## src/rtl/rf_write_arbiter_if.sv

```systemverilog
// Write-port bundle shared by the two writers, the arbiter and the register file.
// The arbiter drives the grant and register-file side through the slave modport.
interface rf_write_arbiter_if #(
  parameter int DATA_W = 16,
  parameter int ADDR_W = 4
);
  logic              ReqA;
  logic [ADDR_W-1:0] AddrA;
  logic [DATA_W-1:0] DataA;
  logic              GntA;
  logic              ReqB;
  logic [ADDR_W-1:0] AddrB;
  logic [DATA_W-1:0] DataB;
  logic              GntB;
  logic              RfWrite;
  logic [ADDR_W-1:0] RfWriteAddr;
  logic [DATA_W-1:0] RfDataIn;
  logic              AddrErr;
  logic              Busy;

  modport master (
    output ReqA, AddrA, DataA, ReqB, AddrB, DataB,
    input  GntA, GntB, RfWrite, RfWriteAddr, RfDataIn, AddrErr, Busy
  );

  modport slave (
    input  ReqA, AddrA, DataA, ReqB, AddrB, DataB,
    output GntA, GntB, RfWrite, RfWriteAddr, RfDataIn, AddrErr, Busy
  );
endinterface

```

## src/rtl/rf_write_arbiter.sv

```systemverilog
// Round-robin owner of the regFile16b8 write port; all register-file controls are registered.
// Optional zero-fill of every register after reset or on ClearReq when RF_CLEAR_EN is defined.
module rf_write_arbiter #(
  parameter int DATA_W   = 16,
  parameter int ADDR_W   = 4,
  parameter int NUM_REGS = 8
) (
  input  logic CLK,
  input  logic Reset_n,
`ifdef RF_CLEAR_EN
  input  logic ClearReq,
`endif
  rf_write_arbiter_if.slave bus
);

  logic              lastB;
  logic              allowGrant;
  logic              gntA;
  logic              gntB;
  logic              clearing;
  logic              addrValid;
  logic [ADDR_W-1:0] selAddr;
  logic [ADDR_W-1:0] clearAddr;
  logic [DATA_W-1:0] selData;

`ifdef RF_CLEAR_EN
  typedef enum logic {RUN, CLEAR} state_t;

  state_t            state;
  state_t            stateNext;
  logic [ADDR_W-1:0] cnt;
  logic [ADDR_W-1:0] cntNext;

  always_ff @(posedge CLK or negedge Reset_n) begin
    if (!Reset_n) begin
      state <= CLEAR;
      cnt   <= '0;
    end else begin
      state <= stateNext;
      cnt   <= cntNext;
    end
  end

  // NOTE: defaults come first so every path assigns every output; a missed path would infer a latch.
  always_comb begin
    stateNext = state;
    cntNext   = cnt;
    unique case (state)
      RUN: begin
        if (ClearReq) begin
          stateNext = CLEAR;
          cntNext   = '0;
        end
      end
      CLEAR: begin
        cntNext = cnt + 1'b1;
        if (cnt == ADDR_W'(NUM_REGS - 1)) stateNext = RUN;
      end
    endcase
  end

  assign clearing   = (state == CLEAR);
  // The edge that accepts ClearReq must not also complete a transfer.
  assign allowGrant = Reset_n && (state == RUN) && !ClearReq;
  assign clearAddr  = cnt;
`else
  assign clearing   = 1'b0;
  assign allowGrant = Reset_n;
  assign clearAddr  = '0;
`endif

  // On a tie, the writer that did not win last time gets the port.
  assign gntA = allowGrant && bus.ReqA && (!bus.ReqB || lastB);
  assign gntB = allowGrant && bus.ReqB && (!bus.ReqA || !lastB);

  assign bus.GntA = gntA;
  assign bus.GntB = gntB;
  assign bus.Busy = clearing;

  assign selAddr   = gntA ? bus.AddrA : bus.AddrB;
  assign selData   = gntA ? bus.DataA : bus.DataB;
  assign addrValid = int'(selAddr) < NUM_REGS;

  // NOTE: non-blocking assignments so every flop here samples the pre-edge values of its peers.
  always_ff @(posedge CLK or negedge Reset_n) begin
    if (!Reset_n) begin
      lastB           <= 1'b1;
      bus.RfWrite     <= 1'b0;
      bus.RfWriteAddr <= '0;
      bus.RfDataIn    <= '0;
      bus.AddrErr     <= 1'b0;
    end else if (clearing) begin
      bus.RfWrite     <= 1'b1;
      bus.RfWriteAddr <= clearAddr;
      bus.RfDataIn    <= '0;
      bus.AddrErr     <= 1'b0;
    end else if (gntA || gntB) begin
      // An out-of-range target still completes the handshake but never reaches the file.
      bus.RfWrite     <= addrValid;
      bus.RfWriteAddr <= selAddr;
      bus.RfDataIn    <= selData;
      bus.AddrErr     <= !addrValid;
      lastB           <= gntB;
    end else begin
      bus.RfWrite     <= 1'b0;
      bus.AddrErr     <= 1'b0;
    end
  end

endmodule

```

## src/flat_wrapper.sv

```systemverilog
// flat-port wrapper written by rule: the top's interface ports become plain ports
module rf_write_arbiter_flat 
#(
  parameter int DATA_W   = 16,
  parameter int ADDR_W   = 4,
  parameter int NUM_REGS = 8
)
  (CLK, Reset_n, bus_ReqA, bus_AddrA, bus_DataA, bus_ReqB, bus_AddrB, bus_DataB, bus_GntA, bus_GntB, bus_RfWrite, bus_RfWriteAddr, bus_RfDataIn, bus_AddrErr, bus_Busy);
  rf_write_arbiter_if #(.DATA_W(DATA_W), .ADDR_W(ADDR_W)) bus_i ();
  input  logic CLK;
  input  logic Reset_n;
  input wire logic [$bits(bus_i.ReqA)-1:0] bus_ReqA;
  input wire logic [$bits(bus_i.AddrA)-1:0] bus_AddrA;
  input wire logic [$bits(bus_i.DataA)-1:0] bus_DataA;
  input wire logic [$bits(bus_i.ReqB)-1:0] bus_ReqB;
  input wire logic [$bits(bus_i.AddrB)-1:0] bus_AddrB;
  input wire logic [$bits(bus_i.DataB)-1:0] bus_DataB;
  output wire logic [$bits(bus_i.GntA)-1:0] bus_GntA;
  output wire logic [$bits(bus_i.GntB)-1:0] bus_GntB;
  output wire logic [$bits(bus_i.RfWrite)-1:0] bus_RfWrite;
  output wire logic [$bits(bus_i.RfWriteAddr)-1:0] bus_RfWriteAddr;
  output wire logic [$bits(bus_i.RfDataIn)-1:0] bus_RfDataIn;
  output wire logic [$bits(bus_i.AddrErr)-1:0] bus_AddrErr;
  output wire logic [$bits(bus_i.Busy)-1:0] bus_Busy;
  assign bus_i.ReqA = bus_ReqA;
  assign bus_i.AddrA = bus_AddrA;
  assign bus_i.DataA = bus_DataA;
  assign bus_i.ReqB = bus_ReqB;
  assign bus_i.AddrB = bus_AddrB;
  assign bus_i.DataB = bus_DataB;
  assign bus_GntA = bus_i.GntA;
  assign bus_GntB = bus_i.GntB;
  assign bus_RfWrite = bus_i.RfWrite;
  assign bus_RfWriteAddr = bus_i.RfWriteAddr;
  assign bus_RfDataIn = bus_i.RfDataIn;
  assign bus_AddrErr = bus_i.AddrErr;
  assign bus_Busy = bus_i.Busy;
  rf_write_arbiter #(.DATA_W(DATA_W), .ADDR_W(ADDR_W), .NUM_REGS(NUM_REGS)) u_core (.CLK(CLK), .Reset_n(Reset_n), .bus(bus_i));
endmodule
```

## config.mk

```make
export PLATFORM = sky130hd
export DESIGN_NAME = rf_write_arbiter_flat
export DESIGN_NICKNAME = d
export VERILOG_FILES = /design/src/rtl/rf_write_arbiter_if.sv /design/src/rtl/rf_write_arbiter.sv /design/src/flat_wrapper.sv
export SDC_FILE = /design/constraint.sdc
export NUM_CORES = 1
export LEC_CHECK = 0
export BUFFER_PORTS_ARGS = -buffer_cell sky130_fd_sc_hd__buf_2
export CAP_MARGIN = 20
export CORE_UTILIZATION = 30
export DETAILED_ROUTE_END_ITERATION = 10
export GPL_TIMING_DRIVEN = 0
export PLACE_DENSITY_LB_ADDON = 0.2
export SETUP_SLACK_MARGIN = 0.02
export SLEW_MARGIN = 40
export SYNTH_ARGS = -nofsm -noshare
export SYNTH_HDL_FRONTEND = slang
export SYNTH_SLANG_ARGS = --single-unit
```

## constraint.sdc

```tcl
create_clock -name CLK -period 1.67 [get_ports CLK]
set_input_delay 0 -clock CLK [delete_from_list [all_inputs] [get_ports CLK]]
set_output_delay 0 -clock CLK [all_outputs]
set_load 0.005 [all_outputs]
```

# After elaboration in Yosys (flattened, before gate mapping)
# Cells that the tools add are included.
# word_totals
word_cells,21
register_bits,23
# classes
n_reduce_logical,11
n_mux,4
order_cmp,1
# ops
cell,count
16-bit two-way mux,1
1-bit logical AND,4
1-bit zero test,4
"4-bit < comparator, second input constant",1
4-bit two-way mux,1
1-bit logical OR,3
1-bit two-way mux,2

# Depth between registers and ports, before layout
# logic_depth
word_depth,7
mapped_depth,4
depth_no_buf,3

# Least setup slack after synthesis
# Ideal clock, no wire load.
# synth_timing
path_kind,register to register
from,reg u_core.lastB
to,reg u_core.bus.RfDataIn[11]
period_less_slack_ns,1.181
path_stages_with_launch,5
setup_ns,0.141
path_slack_ns,0.489
t_required_ns,1.529
arrival_ns,1.040
cell_sequence,dfstp_2 -> and2b_4 -> buf_12 -> o21ai_2 -> a31oi_1
# synth_between
elab_chain_cells,4
elab_cells_between_ends,7
# synth_lines
item,line,rtl
start: declaration,rf_write_arbiter.sv:16,logic lastB;
start signal: assignment,rf_write_arbiter.sv:103,lastB <= gntB;
1-bit zero test,rf_write_arbiter.sv:74,assign gntB = allowGrant && bus.ReqB && (!bus.ReqA || !lastB);
1-bit logical OR,rf_write_arbiter.sv:74,
1-bit logical AND,rf_write_arbiter.sv:74,
1-bit logical OR,rf_write_arbiter.sv:97,end else if (gntA || gntB) begin
end signal: assignment,rf_write_arbiter.sv:101,bus.RfDataIn <= selData;
end: declaration,rf_write_arbiter_if.sv:28,"output GntA, GntB, RfWrite, RfWriteAddr, RfDataIn, AddrErr, Busy"
# Several ways; a longest one is shown, not always the timed one.
# A chain may end at the register's enable or synchronous reset.

# Worst setup path after layout
# layout_timing
from,reg u_core.lastB
to,out bus_GntA
# layout_between
elab_chain_cells,2
# layout_lines
item,line,rtl
1-bit logical OR,rf_write_arbiter.sv:73,assign gntA = allowGrant && bus.ReqA && (!bus.ReqB || lastB);
1-bit logical AND,rf_write_arbiter.sv:73,
end: declaration,flat_wrapper.sv:18,output wire logic [$bits(bus_i.GntA)-1:0] bus_GntA;
# No other way between the ends.

==> reports/metrics.csv <==
stage,metric,value,unit
floorplan,die_h,66.00,um
setup_path,r2r-start,u_core.lastB,
setup_path,path_max_fanout,10,
detailed_routing,ant_nets,0,
timing,slew_viol_final,0,
floorplan,start_util,0.3235,
setup_path,crit_arrival,1.37,ns
power,leakage,0.8343,nW
layout,final_cell_mix,"73 x buf_2, 22 x dfrtp_1, 21 x nor2_1, 20 x nand3_1, 20 x a31oi_1",
floorplan,fp.coreArea,3799,um2
setup_path,ff2ff_path_depth,4,
timing,rsz0062_at_grt,no,
run,drv_cap,0,
synthesis,synth.largest_area_cell,dfrtp_1,
min_path,holdPathEnd,u_core.bus.RfDataIn[14],
clock_tree,post-cts-setup-buffers,0,
detailed_routing,remaining_drc_errors,0,
global_routing,grt_start_max_net_pins,23,
synthesis,ys_ff_latch,23,
setup_path,ff2ff_setup_slack,0.38,ns
timing,fmax,732.5,MHz
timing,setup_tns,0,ns
min_path,whs_path_depth,3,
detailed_routing,wire_per_inst,13.38,um
power,total_power,1.463,mW
clock_tree,clock_latency,0.26,ns
synthesis,netlist_area,1229,um2
min_path,hold_class,in2reg,
setup_path,cp-end-kind,primary output,
placed_design,place.gp.congestion,0.7513,
detailed_routing,drt-vias-per-instance,4.951,
layout,seq_area,576.8,um2
clock_tree,cts_max_level,1,
detailed_routing,wl,3.531,mm
synthesis,syn_inst,129,
timing,finalClockSkew,0.002044,ns
floorplan,num_rows,22,
global_routing,grt_overflow_total,0,
timing,finalCritPeriodShare,0.8174,
power,combPwrFrac,0.306,
clock_tree,clockRootBuffer,clkbuf_8,
synthesis,synth_top_cell_area_share,0.4481,
synthesis,syn-num-nets,173,
setup_path,required,1.67,ns
global_routing,gr-usage-all-layers,0.1694,
floorplan,fp.dieW,66.00,um
power,power_switching,0.4331,mW
clock_tree,postCtsHoldBufs,15,
synthesis,synth_top_cells_by_area,"dfrtp_1 45%, o21ai_2 14%, a31oi_1 10%",
layout,fin_nets,261,
layout,finalInstanceArea,1824,um2
detailed_routing,num_vias,1307,
setup_path,crit_type,reg2out,
timing,setup_violations,0,
setup_path,critPathLaunchType,flip-flop,
layout,nFillCells,397,
floorplan,io_pins,69,
placed_design,place_area,1624,um2
status,run_status,finished clean,
layout,final_layout_size_suffix_gt1_frac,0.4861,
power,internal_power,1.030,mW
setup_path,r2r-end,u_core.bus.RfDataIn[7],
timing,hold_slack,0.001365,ns
synthesis,yosys_warnings,0,
detailed_routing,detail_route.iter0.violations,52,
timing,finalHoldViolations,0,
min_path,min_from,bus_DataB[14],
timing,period_minus_slack,1.365,ns
synthesis,ys_seq_area_frac,0.4695,
layout,final_common_cell,buf_2,
synthesis,avgSynthCellArea,9.525,um2
power,clkPwrFrac,0.232,
clock_tree,cts_tree,yes,
clock_tree,clkSinkCount,23,
global_routing,grt_pass1_vias,1294,
floorplan,dieArea,4355,um2
synthesis,synth_cell_types,21,
clock_tree,clk_path_buf_depth,2,
placed_design,dp_hpwl,2.553,mm
clock_tree,numCtsBuffers,3,
clock_tree,clk_pin_slew,0.08,ns
clock_tree,ctsResizeCount,0,
global_routing,antenna_found_initial,0,
layout,syn2layout_area_growth,48.47,%
power,ir_drop,0.2950,mV
layout,multiInputGateArea,545.5,um2
detailed_routing,drtPass1Iterations,5,
global_routing,grt_first_pass_wirelength,5.651,mm
placed_design,portBuffers,67,
layout,antenna_cells,0,
power,p_seq_frac,0.462,
power,p_per_area,802.2,nW/um2
power,swShare,0.2959,
## per-layer routing
layer | global-route usage | up-vias | share of wire
li1 | - | 639 | -
met1 | 0.2058 | 627 | 0.41
met2 | 0.3010 | 37 | 0.53
met3 | 0.02414 | 4 | 0.053
met4 | 0.06117 | 0 | 0.0091
met5 | 0 | - | 0
## metrics by stage
step,util,instances,setup WS [ns]
2_1_floorplan,-,129,0.4892
3_3_place_gp,0.4275,244,0.2258
3_5_place_dp,0.4275,244,0.1956
4_1_cts,0.4789,263,0.2971
5_1_grt,0.4802,264,0.2341
6_report,0.4802,264,0.3049
## cell families (layout without fill, tap and decap cells)
| family | after synthesis | in the layout | share of synthesized area |
|---|---|---|---|
| flops | 23 | 23 | 0.4695 |
| buf+inv | 13 | 100 | 0.08656 |
| other cells | 1 | 1 | 0.003052 |
| simple gates | 48 | 48 | 0.1782 |
| compound gates | 44 | 44 | 0.2627 |
## cells in the mapped netlist
cell type	number
dfrtp_1	22
nor2_1	21
a31oi_1	20
nand3_1	20
o21ai_2	19
buf_2	5
buf_4	5
nand2_1	3
buf_12	2
a21boi_1	1
a21oi_1	1
and2_1	1
and2b_4	1
and3_1	1
clkbuf_1	1
conb_1	1
dfstp_2	1
nand2b_1	1
o21a_2	1
o21ai_0	1
o21ai_1	1
## area by class of cell
type / count / area share
multi-input cells: 93 / 0.2990
well taps: 48 / 0.03292
clock buffers: 4 / 0.02469
plain buffers: 13 / 0.05830
flip-flops and latches: 23 / 0.3162
repair buffers: 83 / 0.2689
## critical path, stage by stage, from the launching register on
cell     delay [ns]
dfstp_2        0.56
and2b_4        0.22
buf_12         0.15
nor2_1         0.07
buf_2          0.11
## sequential cells by signal, summed over array words and instances (netlist names)
name / cells
u_core.bus.RfDataIn: 16
u_core.bus.RfWriteAddr: 4
u_core.bus.AddrErr: 1
u_core.bus.RfWrite: 1
u_core.lastB: 1
## how the worst max path moves through the flow
| stage | from | endpoint | slack [ns] | cells after the start |
|---|---|---|---|---|
| final | u_core.lastB | bus_GntA | 0.30 | 4 |
| after CTS | u_core.lastB | bus_GntA | 0.30 | 4 |
| after floorplan | u_core.lastB | u_core.bus.RfDataIn[11] | 0.49 | 4 |
| after detailed placement | Reset_n | u_core.bus.RfWriteAddr[1] | 0.20 | 4 |
| after global routing | u_core.lastB | bus_GntA | 0.23 | 4 |
| after global placement | Reset_n | u_core.bus.RfWriteAddr[1] | 0.23 | 4 |
## power groups by stage
stage	combinational (mW)	sequential [mW]	clock, mW
6_report	0.448	0.676	0.339
5_1_grt	0.496	0.688	0.365
4_1_cts	0.449	0.678	0.348
3_5_place_dp	0.421	0.689	0
3_3_place_gp	0.415	0.685	0
2_1_floorplan	0.225	0.693	0
No activity file was read; power rests on OpenSTA's default activity.
